==> config.mk <==
export PLATFORM = sky130hd
export DESIGN_NAME = id_exe_ctrl_flat
export DESIGN_NICKNAME = d
export VERILOG_FILES = /design/src/rtl/id_exe_ctrl_pkg.sv /design/src/rtl/id_exe_ctrl_if.sv /design/src/rtl/id_exe_ctrl_cond_check.sv /design/src/rtl/id_exe_ctrl.sv /design/src/flat_wrapper.sv
export SDC_FILE = /design/constraint.sdc
export NUM_CORES = 1
export LEC_CHECK = 0
export CAP_MARGIN = 20
export CORE_MARGIN = 2
export CORE_UTILIZATION = 30
export DETAILED_ROUTE_END_ITERATION = 10
export RECOVER_POWER = 100
export SYNTH_ARGS = -nofsm -noshare
export SYNTH_HDL_FRONTEND = slang
export SYNTH_HIERARCHICAL = 1
export SYNTH_SLANG_ARGS = --single-unit
==> constraint.sdc <==
create_clock -name clk -period 2.7 [get_ports clk]
set_input_delay 0.54 -clock clk [delete_from_list [all_inputs] [get_ports clk]]
set_output_delay 0.54 -clock clk [all_outputs]
set_load 0.05 [all_outputs]
==> src/rtl/id_exe_ctrl_pkg.sv <==
// Shared ARM encodings for the ID->EX control stage: ALU commands, opcodes,
// instruction modes, condition codes and the EX control bundle.
package arm_pkg;

    typedef enum logic [3:0] {
        CMD_NOP = 4'b0000,
        CMD_MOV = 4'b0001,
        CMD_ADD = 4'b0010,
        CMD_ADC = 4'b0011,
        CMD_SUB = 4'b0100,
        CMD_SBC = 4'b0101,
        CMD_AND = 4'b0110,
        CMD_ORR = 4'b0111,
        CMD_EOR = 4'b1000,
        CMD_MVN = 4'b1001
    } alu_cmd_e;

    localparam logic [3:0] OP_AND = 4'b0000;
    localparam logic [3:0] OP_EOR = 4'b0001;
    localparam logic [3:0] OP_SUB = 4'b0010;
    localparam logic [3:0] OP_ADD = 4'b0100;
    localparam logic [3:0] OP_ADC = 4'b0101;
    localparam logic [3:0] OP_SBC = 4'b0110;
    localparam logic [3:0] OP_TST = 4'b1000;
    localparam logic [3:0] OP_CMP = 4'b1010;
    localparam logic [3:0] OP_ORR = 4'b1100;
    localparam logic [3:0] OP_MOV = 4'b1101;
    localparam logic [3:0] OP_MVN = 4'b1111;

    typedef enum logic [1:0] {
        MODE_DP  = 2'b00,
        MODE_MEM = 2'b01,
        MODE_BR  = 2'b10,
        MODE_ILL = 2'b11
    } mode_e;

    typedef enum logic [3:0] {
        COND_EQ = 4'b0000, COND_NE = 4'b0001, COND_CS = 4'b0010, COND_CC = 4'b0011,
        COND_MI = 4'b0100, COND_PL = 4'b0101, COND_VS = 4'b0110, COND_VC = 4'b0111,
        COND_HI = 4'b1000, COND_LS = 4'b1001, COND_GE = 4'b1010, COND_LT = 4'b1011,
        COND_GT = 4'b1100, COND_LE = 4'b1101, COND_AL = 4'b1110, COND_NV = 4'b1111
    } cond_e;

    typedef struct packed {
        logic       valid;
        logic [3:0] cmd;
        logic       mem_read;
        logic       mem_write;
        logic       wb_en;
        logic       branch;
        logic       s;
    } ex_ctrl_t;

    localparam ex_ctrl_t EX_BUBBLE = '0;

endpackage

==> src/rtl/id_exe_ctrl_if.sv <==
// ID/EX control bundle: ID instruction fields and pipeline controls in, EX controls and SR out.
interface id_exe_ctrl_if;
    logic       id_valid;
    logic [1:0] id_mode;
    logic [3:0] id_opcode;
    logic       id_s;
    logic [3:0] id_cond;
    logic       stall;
    logic       flush;
    logic [3:0] alu_status;

    logic       ex_valid;
    logic [3:0] ex_cmd;
    logic       ex_mem_read;
    logic       ex_mem_write;
    logic       ex_wb_en;
    logic       ex_branch;
    logic       ex_s;
    logic [3:0] sr;

    modport master (
        output id_valid, id_mode, id_opcode, id_s, id_cond, stall, flush, alu_status,
        input  ex_valid, ex_cmd, ex_mem_read, ex_mem_write, ex_wb_en, ex_branch, ex_s, sr
    );

    modport slave (
        input  id_valid, id_mode, id_opcode, id_s, id_cond, stall, flush, alu_status,
        output ex_valid, ex_cmd, ex_mem_read, ex_mem_write, ex_wb_en, ex_branch, ex_s, sr
    );
endinterface

==> src/rtl/id_exe_ctrl_cond_check.sv <==
// ARM condition-field evaluator against NZCV flags; purely combinational.
module cond_check
    import arm_pkg::*;
(
    input  logic [3:0] cond,
    input  logic [3:0] flags,
    output logic       pass
);
    logic n, z, c, v;

    always_comb begin
        {n, z, c, v} = flags;
        pass = 1'b0;
        case (cond)
            COND_EQ: pass = z;
            COND_NE: pass = !z;
            COND_CS: pass = c;
            COND_CC: pass = !c;
            COND_MI: pass = n;
            COND_PL: pass = !n;
            COND_VS: pass = v;
            COND_VC: pass = !v;
            COND_HI: pass = c && !z;
            COND_LS: pass = !c || z;
            COND_GE: pass = (n == v);
            COND_LT: pass = (n != v);
            COND_GT: pass = !z && (n == v);
            COND_LE: pass = z || (n != v);
            COND_AL: pass = 1'b1;
            default: pass = 1'b0;
        endcase
    end
endmodule

==> src/rtl/id_exe_ctrl.sv <==
// ID->EX control stage: decodes ID fields into EX controls, owns the NZCV
// status register and squashes failed, flushed or illegal instructions.
module id_exe_ctrl
    import arm_pkg::*;
(
    input  logic         clk,
    input  logic         rst_n,
    id_exe_ctrl_if.slave bus
);
    ex_ctrl_t   ex_q, ex_d;
    ex_ctrl_t   dec;
    logic [3:0] sr_q, sr_d;
    logic [3:0] flags_eff;
    logic       cond_pass;
    logic       advance;

    // Forward flags from an S instruction still in EX so a dependent
    // conditional in ID needs no bubble.
    assign flags_eff = (ex_q.valid && ex_q.s) ? bus.alu_status : sr_q;
    assign advance   = bus.flush || !bus.stall;

    cond_check u_cond_check (
        .cond  (bus.id_cond),
        .flags (flags_eff),
        .pass  (cond_pass)
    );

    always_comb begin
        dec       = EX_BUBBLE;
        dec.valid = 1'b1;
        case (bus.id_mode)
            MODE_DP: begin
                dec.wb_en = 1'b1;
                dec.s     = bus.id_s;
                case (bus.id_opcode)
                    OP_MOV:  dec.cmd = CMD_MOV;
                    OP_MVN:  dec.cmd = CMD_MVN;
                    OP_ADD:  dec.cmd = CMD_ADD;
                    OP_ADC:  dec.cmd = CMD_ADC;
                    OP_SUB:  dec.cmd = CMD_SUB;
                    OP_SBC:  dec.cmd = CMD_SBC;
                    OP_AND:  dec.cmd = CMD_AND;
                    OP_ORR:  dec.cmd = CMD_ORR;
                    OP_EOR:  dec.cmd = CMD_EOR;
                    OP_CMP: begin
                        dec.cmd   = CMD_SUB;
                        dec.wb_en = 1'b0;
                        dec.s     = 1'b1;
                    end
                    OP_TST: begin
                        dec.cmd   = CMD_AND;
                        dec.wb_en = 1'b0;
                        dec.s     = 1'b1;
                    end
                    default: begin
                        dec.cmd   = CMD_NOP;
                        dec.wb_en = 1'b0;
                        dec.s     = 1'b0;
                    end
                endcase
            end
            MODE_MEM: begin
                dec.cmd       = CMD_ADD;
                dec.mem_read  = bus.id_s;
                dec.wb_en     = bus.id_s;
                dec.mem_write = !bus.id_s;
            end
            MODE_BR: begin
                dec.branch = 1'b1;
            end
            default: dec = EX_BUBBLE;
        endcase
    end

    // SR commits from the outgoing EX instruction, even when ID is flushed.
    always_comb begin
        ex_d = ex_q;
        sr_d = sr_q;
        if (advance) begin
            if (ex_q.valid && ex_q.s) begin
                sr_d = bus.alu_status;
            end
            if (bus.flush || !bus.id_valid || bus.id_mode == MODE_ILL || !cond_pass) begin
                ex_d = EX_BUBBLE;
            end else begin
                ex_d = dec;
            end
        end
    end

    always_ff @(posedge clk) begin
        if (!rst_n) begin
            ex_q <= EX_BUBBLE;
            sr_q <= '0;
        end else begin
            ex_q <= ex_d;
            sr_q <= sr_d;
        end
    end

    assign bus.ex_valid     = ex_q.valid;
    assign bus.ex_cmd       = ex_q.cmd;
    assign bus.ex_mem_read  = ex_q.mem_read;
    assign bus.ex_mem_write = ex_q.mem_write;
    assign bus.ex_wb_en     = ex_q.wb_en;
    assign bus.ex_branch    = ex_q.branch;
    assign bus.ex_s         = ex_q.s;
    assign bus.sr           = sr_q;
endmodule

==> src/flat_wrapper.sv <==
// flat-port wrapper written by rule: the top's interface ports become plain ports
module id_exe_ctrl_flat import arm_pkg::*;
  (clk, rst_n, bus_id_valid, bus_id_mode, bus_id_opcode, bus_id_s, bus_id_cond, bus_stall, bus_flush, bus_alu_status, bus_ex_valid, bus_ex_cmd, bus_ex_mem_read, bus_ex_mem_write, bus_ex_wb_en, bus_ex_branch, bus_ex_s, bus_sr);
  id_exe_ctrl_if bus_i ();
  input  logic clk;
  input  logic rst_n;
  input wire logic [$bits(bus_i.id_valid)-1:0] bus_id_valid;
  input wire logic [$bits(bus_i.id_mode)-1:0] bus_id_mode;
  input wire logic [$bits(bus_i.id_opcode)-1:0] bus_id_opcode;
  input wire logic [$bits(bus_i.id_s)-1:0] bus_id_s;
  input wire logic [$bits(bus_i.id_cond)-1:0] bus_id_cond;
  input wire logic [$bits(bus_i.stall)-1:0] bus_stall;
  input wire logic [$bits(bus_i.flush)-1:0] bus_flush;
  input wire logic [$bits(bus_i.alu_status)-1:0] bus_alu_status;
  output wire logic [$bits(bus_i.ex_valid)-1:0] bus_ex_valid;
  output wire logic [$bits(bus_i.ex_cmd)-1:0] bus_ex_cmd;
  output wire logic [$bits(bus_i.ex_mem_read)-1:0] bus_ex_mem_read;
  output wire logic [$bits(bus_i.ex_mem_write)-1:0] bus_ex_mem_write;
  output wire logic [$bits(bus_i.ex_wb_en)-1:0] bus_ex_wb_en;
  output wire logic [$bits(bus_i.ex_branch)-1:0] bus_ex_branch;
  output wire logic [$bits(bus_i.ex_s)-1:0] bus_ex_s;
  output wire logic [$bits(bus_i.sr)-1:0] bus_sr;
  assign bus_i.id_valid = bus_id_valid;
  assign bus_i.id_mode = bus_id_mode;
  assign bus_i.id_opcode = bus_id_opcode;
  assign bus_i.id_s = bus_id_s;
  assign bus_i.id_cond = bus_id_cond;
  assign bus_i.stall = bus_stall;
  assign bus_i.flush = bus_flush;
  assign bus_i.alu_status = bus_alu_status;
  assign bus_ex_valid = bus_i.ex_valid;
  assign bus_ex_cmd = bus_i.ex_cmd;
  assign bus_ex_mem_read = bus_i.ex_mem_read;
  assign bus_ex_mem_write = bus_i.ex_mem_write;
  assign bus_ex_wb_en = bus_i.ex_wb_en;
  assign bus_ex_branch = bus_i.ex_branch;
  assign bus_ex_s = bus_i.ex_s;
  assign bus_sr = bus_i.sr;
  id_exe_ctrl u_core (.clk(clk), .rst_n(rst_n), .bus(bus_i));
endmodule
==> summary.md <==
| Metric | Value |
|---|---|
| Status | completed |
| Post-Synthesis Net Count | 136 |
| Pwr/cell area | 335 nW/um^2 |
| Post-DP HPWL | 1850 um |
| Wl on met1 | 1210 um |
| Port-buffer cells | 33 |
| Total clock sinks | 14 |
| Max Cap Viol | 0 |
| Finished Cell Area | 1370 um^2 |
| Reg clk slew, reported paths | 0.09 ns |
| Post-synthesis register bit count | 14 |
| Unique cell type count in the Yosys netlist | 41 |
| Top sig layer | met4 |
| Critical path peak fanout | 4 |
| Max-slew headroom | 62.1% |
| Initial core utilization | 31.7% |
| R2r setup slk | 0.22 ns |
| Core Area | 3050 um^2 |
| Fraction of registers with async set/reset | 0% |
| CP Launch Type | input pin |
| Detail Route met3 WL | 116 um |
| Commonest non-fill, non-tap cell in the layout | clkdlybuf4s50_1 |
| Worst Skew | 0.00132 ns |
| Placed Instance Area | 1330 um^2 |
| Mapped Cells | 116 |
| Total wire length | 2440 um |
| Longest Clk Path Bufs | 2 |
| Die height | 60.8 um |
| Setup Buffers After CTS | 0 |
| Unrepaired setup endpoints after global routing | true |
| DR vias/cell | 4.95 |
| Met2 wire length | 1100 um |
| DR iter-0 viols | 31 |
| Register area share after synthesis | 29.0% |
| Post-synthesis cell area | 967 um^2 |
| Number of enable flip-flop cells after synthesis | 0 |
| Die Area | 3690 um^2 |
| CP max stage delay | 0.42 ns |
| Max Fclk | 0.396 GHz |
| Hold WC Path Type | reg -> reg |
| Period minus WS final | 2.53 ns |
| Worst path most repeated cell | a211o_1 |
| Max H-tree Level | 1 |
| Slowest stage cell, crit path | clkdlybuf4s50_1 |
| Leakage | 0.000522 uW |
| Gr usage total | 14.1% |
| Fill count | 347 |
| Crit Path Class | in -> reg |
| Final #Nets | 170 |
| Wirelength per Cell | 12.6 um |
| Final Hold Vio Count | 0 |
| Final Util | 44.8% |
| Yosys Warn Count | 6 |
| DR vias | 955 |
| Number of I/O pins | 34 |
| WP data arrival | 2.71 ns |
| 1st-pass router iterations | 4 |
| CTS Root Cell | clkbuf_4 |
| Fin. max-slew vios | 0 |
| Leading area contributor after synthesis | dfxtp_1 |
| Syn avg cell area | 8.34 um^2 |
| Rows | 20 |
| Area Growth Syn to Fin | 41.4% |
| Synth area leaders | dfxtp_1 (29%), nor2b_1 (5.8%), nand2_1 (5.0%) |
| DIE WIDTH | 60.8 um |
| Hold path cells | 2 |
| Final ANT Viol Nets | 0 |
| VDD IR max | 0.148 mV |
| DR DRC count | 0 |
| Total CTS buffers | 3 |
| Worst reg2reg path depth | 10 |
| CP required | 2.88 ns |
| Critical path, cell by cell | clkdlybuf4s50_1 -> mux2_2 -> xnor2_2 -> o22ai_1 -> a211o_1 -> a211o_1 -> nand4bb_1 -> nor2_1 -> a32oi_1 -> nor2b_1 |
| RD Place Congestion | 0.805 |
| Worst-Skew Late Latency | 0.28 ns |
| Share of layout cells above drive strength 1 | 14.8% |
| Tightest Pin Transition | 0.566 ns |
| Area share of the largest cell type after synthesis | 29.0% |
| Initial antenna violation count | 0 |
| N_diodes | 0 |
| Most frequent cells in the layout | clkdlybuf4s50_1 (20), dlygate4sd3_1 (13), dfxtp_1 (13) |
| CP Capture Type | flop |
| Final worst path period share | 93.5% |
| Final setup vio count | 0 |
| Total gr overflow | 0 |
| Synth Flop Type | dfxtp_1 |
| Largest net degree at the start of global routing | 19 |
| Vias in the first global route | 917 |
| First-pass GRT wire length | 3950 um |
| CTS tree | built |
[layout make-up]
cell class | instances | area [um^2] | share of cell area (%)
timing repair buffer | 38 | 368 | 26.9
tap | 44 | 55.1 | 4.03
sequential | 14 | 282 | 20.6
inverter | 1 | 3.75 | 0.274
clock buffer | 4 | 36.3 | 2.65
multi-input combinational | 92 | 623 | 45.6
[worst paths after layout]
path,from,endpoint
min reg2reg,u_core/bus.ex_cmd[2],u_core/bus.ex_cmd[2]
max,bus_alu_status[3],u_core/bus.ex_mem_read
min,u_core/bus.ex_cmd[2],u_core/bus.ex_cmd[2]
max reg2reg,u_core/bus.ex_valid,u_core/bus.ex_mem_read
[logic make-up after synthesis]
| kind of cell | synth area share [%] |
|---|---|
| xor+xnor | 4.40 |
| simple gates | 27.9 |
| flops | 29.0 |
| mux | 6.21 |
| buf+inv | 6.86 |
| compound gates | 25.6 |
[synthesized netlist by cell type (3+ instances only)]
master    count
dfxtp_1      14
a32oi_1       3
o211ai_1      4
mux2_2        4
nand3_1       6
buf_6         3
nor2_1        5
clkbuf_1      3
o21ai_0       5
a21boi_0      4
nand2b_1      3
a21oi_1       7
nand2_1      13
nor2b_1       9
[sequential cells by signal (all words and copies together) (netlist names)]
signal and flops:
u_core/bus.ex_branch 1, u_core/bus.ex_valid 1, u_core/bus.ex_mem_read 1, u_core/bus.ex_wb_en 1, u_core/bus.sr 4, u_core/bus.ex_cmd 4
u_core/bus.ex_mem_write 1, u_core/bus.ex_s 1
[stage by stage]
step	hold WS, ns	setup slack, ns	power (uW)	cells	setup TNS (ns)
floorplan	0.579	0.00583	268	116	0
global placement	0.448	-0.0701	308	189	-0.280
detailed placement	0.450	-0.122	309	189	-0.580
CTS	0.466	0.104	466	193	0
global route	0.485	-0.0144	482	193	-0.0144
finish	0.461	0.174	458	193	0
[metal layers]
metal	up-vias	track usage [%]
met3	2	2.35
li1	493	-
met4	0	3.73
met1	435	18.6
met2	25	23.8
met5	-	0
[worst max-delay path, delay by kind of cell]
kind	cells	cell delay [ns]
muxes	1	0.32
AOI/OAI and AO/OA	4	0.89
buffers and inverters	1	0.42
xor gates and xnor gates	1	0.20
and+or+nand+nor	3	0.34
[timing repair]
action                                  in CTS  in global routing
endpoints found under the setup margin       0                  7
gates resized for setup                      0                  1
hold buffers                                 0                  0
[report_power, final]
part / switching, uW / internal, uW / total [uW]
Sequential: 0.841 / 207 / 208
Clock: 72.1 / 82.1 / 154
Combinational: 46.5 / 49.5 / 96.0
Note: power is estimated with default switching activity, not from simulation.
